### src/rtl/mem_port_arbiter.sv
// mem_port_arbiter
// Shares one single-port memory between the instruction-fetch (IF) and
// data-memory (DM) requesters of the core. Each access is a registered
// request/ack handshake with variable-latency memory. A combinational
// stall flag freezes the core while one of its accesses is outstanding.
//
// Optional feature macro: ARB_TIMEOUT_EN
//   When defined, a BUSY access with no Mem_Ack_Arb for TIMEOUT_CYC cycles
//   is aborted. The requester then gets a Valid pulse with
//   RData = 32'hEEEEEEEE and Err_Arb high in the same cycle.
//   When undefined, BUSY waits indefinitely and Err_Arb is tied low.

module mem_port_arbiter #(
  parameter int ADDR_W      = 32,
  parameter int DATA_W      = 32,
  parameter int STARVE_MAX  = 4,
  parameter int TIMEOUT_CYC = 16
) (
  input  logic              clk_Arb,
  input  logic              rst_Arb,
  input  logic              IF_Req_Arb,
  input  logic [ADDR_W-1:0] IF_Addr_Arb,
  output logic              IF_Valid_Arb,
  output logic [DATA_W-1:0] IF_RData_Arb,
  input  logic              DM_Req_Arb,
  input  logic              DM_We_Arb,
  input  logic [ADDR_W-1:0] DM_Addr_Arb,
  input  logic [DATA_W-1:0] DM_WData_Arb,
  output logic              DM_Valid_Arb,
  output logic [DATA_W-1:0] DM_RData_Arb,
  output logic              Mem_Req_Arb,
  output logic              Mem_We_Arb,
  output logic [ADDR_W-1:0] Mem_Addr_Arb,
  output logic [DATA_W-1:0] Mem_WData_Arb,
  input  logic [DATA_W-1:0] Mem_RData_Arb,
  input  logic              Mem_Ack_Arb,
  output logic              Stall_Arb,
  output logic              Err_Arb
);

  // The starvation counter is 4 bits wide, so STARVE_MAX must fit in 1..15.
  // The timeout counter needs at least two states to be meaningful.
  if ((STARVE_MAX < 1) || (STARVE_MAX > 15) || (TIMEOUT_CYC < 2)) begin : g_bad_param
    $error("mem_port_arbiter: STARVE_MAX or TIMEOUT_CYC out of range");
  end

  localparam logic [3:0] STARVE_LIM = 4'(STARVE_MAX);

  typedef enum logic [1:0] {
    IDLE    = 2'd0,
    BUSY_IF = 2'd1,
    BUSY_DM = 2'd2,
    RESP    = 2'd3
  } state_t;

  state_t state_r;
  state_t state_s;

  logic              mem_req_r,   mem_req_s;
  logic              mem_we_r,    mem_we_s;
  logic [ADDR_W-1:0] mem_addr_r,  mem_addr_s;
  logic [DATA_W-1:0] mem_wdata_r, mem_wdata_s;
  logic              if_valid_r,  if_valid_s;
  logic              dm_valid_r,  dm_valid_s;
  logic [DATA_W-1:0] if_rdata_r,  if_rdata_s;
  logic [DATA_W-1:0] dm_rdata_r,  dm_rdata_s;
  logic [3:0]        starve_r,    starve_s;
  logic              grant_if_s;
  logic              grant_dm_s;

`ifdef ARB_TIMEOUT_EN
  localparam int                TMO_W    = $clog2(TIMEOUT_CYC);
  localparam logic [TMO_W-1:0]  TMO_LAST = TMO_W'(TIMEOUT_CYC - 1);
  localparam logic [DATA_W-1:0] TMO_DATA = {(DATA_W/4){4'hE}};

  logic [TMO_W-1:0] tmo_r, tmo_s;
  logic             err_r, err_s;
`endif

  // Arbitration in IDLE: DM wins a tie unless IF has lost STARVE_MAX times in a row
  always_comb begin
    grant_if_s = 1'b0;
    grant_dm_s = 1'b0;
    starve_s   = starve_r;
    if (state_r == IDLE) begin
      if (IF_Req_Arb && DM_Req_Arb) begin
        if (starve_r == STARVE_LIM) begin
          grant_if_s = 1'b1;
          starve_s   = 4'd0;
        end else begin
          grant_dm_s = 1'b1;
          if (starve_r < STARVE_LIM) begin
            starve_s = starve_r + 4'd1;
          end else begin
            starve_s = starve_r;
          end
        end
      end else if (IF_Req_Arb) begin
        grant_if_s = 1'b1;
        starve_s   = 4'd0;
      end else if (DM_Req_Arb) begin
        grant_dm_s = 1'b1;
        starve_s   = starve_r;
      end else begin
        starve_s = starve_r;
      end
    end else begin
      starve_s = starve_r;
    end
  end

  // Next-state and next-register values for the access sequencer
  always_comb begin
    state_s     = state_r;
    mem_req_s   = mem_req_r;
    mem_we_s    = mem_we_r;
    mem_addr_s  = mem_addr_r;
    mem_wdata_s = mem_wdata_r;
    if_valid_s  = 1'b0;
    dm_valid_s  = 1'b0;
    if_rdata_s  = if_rdata_r;
    dm_rdata_s  = dm_rdata_r;
`ifdef ARB_TIMEOUT_EN
    tmo_s       = tmo_r;
    err_s       = 1'b0;
`endif
    case (state_r)
      IDLE: begin
        if (grant_if_s) begin
          state_s     = BUSY_IF;
          mem_req_s   = 1'b1;
          mem_we_s    = 1'b0;
          mem_addr_s  = IF_Addr_Arb;
          mem_wdata_s = {DATA_W{1'b0}};
`ifdef ARB_TIMEOUT_EN
          tmo_s       = {TMO_W{1'b0}};
`endif
        end else if (grant_dm_s) begin
          state_s     = BUSY_DM;
          mem_req_s   = 1'b1;
          mem_we_s    = DM_We_Arb;
          mem_addr_s  = DM_Addr_Arb;
          mem_wdata_s = DM_WData_Arb;
`ifdef ARB_TIMEOUT_EN
          tmo_s       = {TMO_W{1'b0}};
`endif
        end else begin
          state_s = IDLE;
        end
      end
      BUSY_IF, BUSY_DM: begin
        if (Mem_Ack_Arb) begin
          // An ack always wins, even in the cycle the timeout would fire.
          state_s   = RESP;
          mem_req_s = 1'b0;
          mem_we_s  = 1'b0;
          if (state_r == BUSY_IF) begin
            if_valid_s = 1'b1;
            if_rdata_s = Mem_RData_Arb;
          end else begin
            dm_valid_s = 1'b1;
            // Stores return zero so the core never sees stale bus data.
            dm_rdata_s = mem_we_r ? {DATA_W{1'b0}} : Mem_RData_Arb;
          end
        end
`ifdef ARB_TIMEOUT_EN
        else if (tmo_r == TMO_LAST) begin
          state_s   = RESP;
          mem_req_s = 1'b0;
          mem_we_s  = 1'b0;
          err_s     = 1'b1;
          if (state_r == BUSY_IF) begin
            if_valid_s = 1'b1;
            if_rdata_s = TMO_DATA;
          end else begin
            dm_valid_s = 1'b1;
            dm_rdata_s = TMO_DATA;
          end
        end else begin
          tmo_s = tmo_r + {{(TMO_W-1){1'b0}}, 1'b1};
        end
`else
        else begin
          state_s = state_r;
        end
`endif
      end
      RESP: begin
        // One response cycle; no arbitration here, so a requester has time to drop Req.
        state_s = IDLE;
      end
      default: begin
        state_s   = IDLE;
        mem_req_s = 1'b0;
        mem_we_s  = 1'b0;
      end
    endcase
  end

  // FSM state register
  always_ff @(posedge clk_Arb or negedge rst_Arb) begin
    if (!rst_Arb) begin
      state_r <= IDLE;
    end else begin
      state_r <= state_s;
    end
  end

  // Registered memory-side, response-side and starvation state
  always_ff @(posedge clk_Arb or negedge rst_Arb) begin
    if (!rst_Arb) begin
      mem_req_r   <= 1'b0;
      mem_we_r    <= 1'b0;
      mem_addr_r  <= {ADDR_W{1'b0}};
      mem_wdata_r <= {DATA_W{1'b0}};
      if_valid_r  <= 1'b0;
      dm_valid_r  <= 1'b0;
      if_rdata_r  <= {DATA_W{1'b0}};
      dm_rdata_r  <= {DATA_W{1'b0}};
      starve_r    <= 4'd0;
    end else begin
      mem_req_r   <= mem_req_s;
      mem_we_r    <= mem_we_s;
      mem_addr_r  <= mem_addr_s;
      mem_wdata_r <= mem_wdata_s;
      if_valid_r  <= if_valid_s;
      dm_valid_r  <= dm_valid_s;
      if_rdata_r  <= if_rdata_s;
      dm_rdata_r  <= dm_rdata_s;
      starve_r    <= starve_s;
    end
  end

`ifdef ARB_TIMEOUT_EN
  // Timeout counter and error pulse
  always_ff @(posedge clk_Arb or negedge rst_Arb) begin
    if (!rst_Arb) begin
      tmo_r <= {TMO_W{1'b0}};
      err_r <= 1'b0;
    end else begin
      tmo_r <= tmo_s;
      err_r <= err_s;
    end
  end

  assign Err_Arb = err_r;
`else
  assign Err_Arb = 1'b0;
`endif

  assign Mem_Req_Arb   = mem_req_r;
  assign Mem_We_Arb    = mem_we_r;
  assign Mem_Addr_Arb  = mem_addr_r;
  assign Mem_WData_Arb = mem_wdata_r;
  assign IF_Valid_Arb  = if_valid_r;
  assign DM_Valid_Arb  = dm_valid_r;
  assign IF_RData_Arb  = if_rdata_r;
  assign DM_RData_Arb  = dm_rdata_r;

  // The stall drops in the Valid cycle so the core can advance on that edge.
  assign Stall_Arb = (IF_Req_Arb & ~if_valid_r) | (DM_Req_Arb & ~dm_valid_r);

endmodule

### config.mk
export PLATFORM = sky130hd
export DESIGN_NAME = mem_port_arbiter
export DESIGN_NICKNAME = d
export VERILOG_FILES = /design/src/rtl/mem_port_arbiter.sv
export SDC_FILE = /design/constraint.sdc
export NUM_CORES = 1
export LEC_CHECK = 0
export ABC_AREA = 1
export CORE_ASPECT_RATIO = 1.2
export CORE_MARGIN = 2
export CORE_UTILIZATION = 43
export CTS_CLUSTER_SIZE = 24
export DETAILED_ROUTE_END_ITERATION = 6
export HOLD_SLACK_MARGIN = 0.15
export PLACE_DENSITY = 0.81
export SLEW_MARGIN = 30
export SYNTH_ARGS = -nofsm -noshare
export SYNTH_HDL_FRONTEND = slang
export SYNTH_SLANG_ARGS = --single-unit
### constraint.sdc
create_clock -name clk_Arb -period 1.9 [get_ports clk_Arb]
set_input_delay 0.38 -clock clk_Arb [delete_from_list [all_inputs] [get_ports clk_Arb]]
set_output_delay 0.38 -clock clk_Arb [all_outputs]
set_load 0.05 [all_outputs]
==> flow_summary.ini <==
[yosys]
postSynthCellCount = 759
syn_avg_cell_area_sq_um = 8.21
synth_cell_types = 22
ys_seq_area_frac = 0.554
yosysWarnings = 0
synthesis.area_sq_um = 6230
synth-seq-cells = 138
synth_nets = 897

[critical_path]
cp.arrival_ns = 1.46
crit_slowest_cell = clkdlybuf4s50_1
cp.required_ns = 1.52
worstSetupStartpointType = input pin
rr_startpoint = starve_r[0]$_DFFE_PN0P_
cp_max_fo = 4
reg2reg_to = Mem_Addr_Arb[16]$_DFFE_PN0P_
cp_top_family = buffers and inverters
max_stage_delay_ns = 0.54
worst-path-stages = 4
crit_chain = clkdlybuf4s50_1, inv_1, o22ai_1, buf_12
crit_buf_inv = 3
r2r_cells = 8
cp-end-kind = primary output
rrSetupSlack_ns = 0.27
critPathKind = input pin to primary output

[floorplanning]
fp.dieH_microns = 136
dieArea_sq_um = 15500
start_util = 0.436
coreArea_sq_um = 14300
std_cell_rows = 48
die_w_microns = 114
io_pins = 268

[clocking]
clock_latency_ns = 0.42
clockBufferDepth = 2
cts_tree = yes
cts_root_buf = clkbuf_16
clkSinkCount = 138
clk_pin_slew_ns = 0.06
htreeDepth = 4
numCtsBuffers = 17

[grt]
grt-ovfl-total = 0
grt_pass1_wl_mm = 31.2
grt_max_degree = 55
grt_pass1_vias = 6077
track_usage = 0.259
antenna_found_initial = 0

[layout]
fin_nets = 1155
antenna_cells = 0
fin_cells = 1204
syn2layout_area_growth_pct = 52.3
drive_above_1_share = 0.133
most-common-layout-cells = 234 x nand2_1, 194 x nand3_1, 138 x dfrtp_1
layout_commonest_cell = nand2_1

[drt]
met2_length_mm = 9.45
wl_per_cell_microns = 16.5
topRoutingLayerUsed = met4
num_vias = 6208
postRouteAntennaNets = 0
routed_wl_mm = 19.9
vias_per_cell = 5.16
dr.pass1.iters = 5
drc = 0
dr_wl_met3_mm = 1.94
dr.first_iter.drc_count = 679
drt-met1-wl_mm = 7.92

[place]
hpwl_mm = 13.7
gp_congestion = 0.831
place_ws_ns = 0.0331
dp.cells = 1172
portBuffers = 266

[sta]
fin_skew_ns = 0.00514
layout_setup_ws_ns = 0.0574
fin_crit_ns = 1.84
setup_violations = 0
rsz0062_at_grt = no
hold_violations = 0
tns_ns = 0
period_share = 0.970
slew_viol_final = 0
maxSlewHeadroom = 0.657
holdWs_ns = 0.461
tightest_slew_ns = 0.516
fmax_ghz = 0.543

[worst_hold_path]
min_path_type = input pin to async pin

[power]
p_leak_uw = 0.00512
p_per_area_nw_per_um2 = 2010
ir_drop_uv = 1130

[job]
cap_violations = 0

[status]
outcome = finished clean
==> where the power goes <==
group	internal [uW]	total, uW	leakage (uW)	switching, uW
Sequential	4320	5060	0.00173	747
Clock	1870	3160	0.000259	1290
Combinational	3100	10900	0.00313	7760
==> logic make-up (layout without fill, tap and decap cells) <==
kind of cell / after synthesis / after routing / share of synthesized area
adder cells (fa/ha/maj): 4 / 4 / 0.00804
AND/OR/NAND/NOR: 441 / 441 / 0.308
flip-flops: 138 / 138 / 0.554
other: 1 / 1 / 0.000602
buffers and inverters: 133 / 403 / 0.0932
AO/OA/AOI/OAI: 42 / 42 / 0.0358
==> sequential cells by signal, summed over array words and instances (netlist names) <==
register	cells
DM_RData_Arb	32
IF_RData_Arb	32
Mem_Addr_Arb	32
Mem_WData_Arb	32
starve_r	4
state_r	2
DM_Valid_Arb	1
IF_Valid_Arb	1
Mem_Req_Arb	1
Mem_We_Arb	1
==> cell usage after synthesis (all sizes together) <==
cell | number | area (sq um)
nor2 | 7 | 28.8
buf | 39 | 228
dfrtp | 138 | 3450
inv | 80 | 300
a22oi | 2 | 15.0
clkbuf | 14 | 52.6
o22ai | 2 | 12.5
nand3 | 194 | 971
o21ai | 36 | 180
conb | 1 | 3.75
ha | 4 | 50.1
o21bai | 1 | 7.51
nand2 | 240 | 918
o211ai | 1 | 7.51
==> metal layers <==
metal / vias to the layer above / GRT usage
met5: - / 0
met4: 0 / 0.110
met3: 36 / 0.0852
met2: 305 / 0.427
met1: 2939 / 0.313
li1: 2928 / -
==> worst reg2reg max path, cell delays in order, from the launching register on <==
cell and delay (ns):
dfrtp_1 0.41, inv_1 0.09, ha_1 0.16, nand3_1 0.18, nand2_4 0.15, buf_4 0.26, nand3_1 0.12, nand3_1 0.10
nand2_1 0.05
==> layout make-up <==
type / instances / area, sq um
inverters: 80 / 300
repair buffers: 292 / 2750
clock buffers: 22 / 464
well taps: 175 / 219
multi-input cells: 488 / 2200
fillers: 1208 / 4810
clock inverters: 9 / 91.3
flip-flops and latches: 138 / 3450
==> per-stage QoR <==
step	area, sq um	total power (uW)	util
2_1_floorplan	6230	12400	-
5_1_grt	9480	20100	0.664
3_5_place_dp	8990	16400	0.629
6_report	9480	19100	0.664
4_1_cts	9480	19200	0.664
3_3_place_gp	8990	16200	0.629
==> worst max-delay path by stage <==
stage,start,slack (ns),end
final,IF_Req_Arb,0.06,Stall_Arb
after global routing,IF_Req_Arb,0.04,Stall_Arb
after CTS,IF_Req_Arb,0.06,Stall_Arb
after detailed placement,DM_Req_Arb,0.03,Mem_Addr_Arb[5]$_DFFE_PN0P_
after global placement,IF_Req_Arb,0.08,Stall_Arb
after floorplan,IF_Valid_Arb$_DFF_PN0_,0.12,Stall_Arb
==> timing repair <==
| item | 4_1_cts | 5_1_grt |
|---|---|---|
| resized for setup | 60 | 0 |
| endpoints found under the setup margin | 60 | 0 |
| hold endpoints to repair | 42 | 0 |
| hold buffers | 1 | 0 |
| setup buffers | 0 | 0 |
Power figures use the tool's default switching activity.
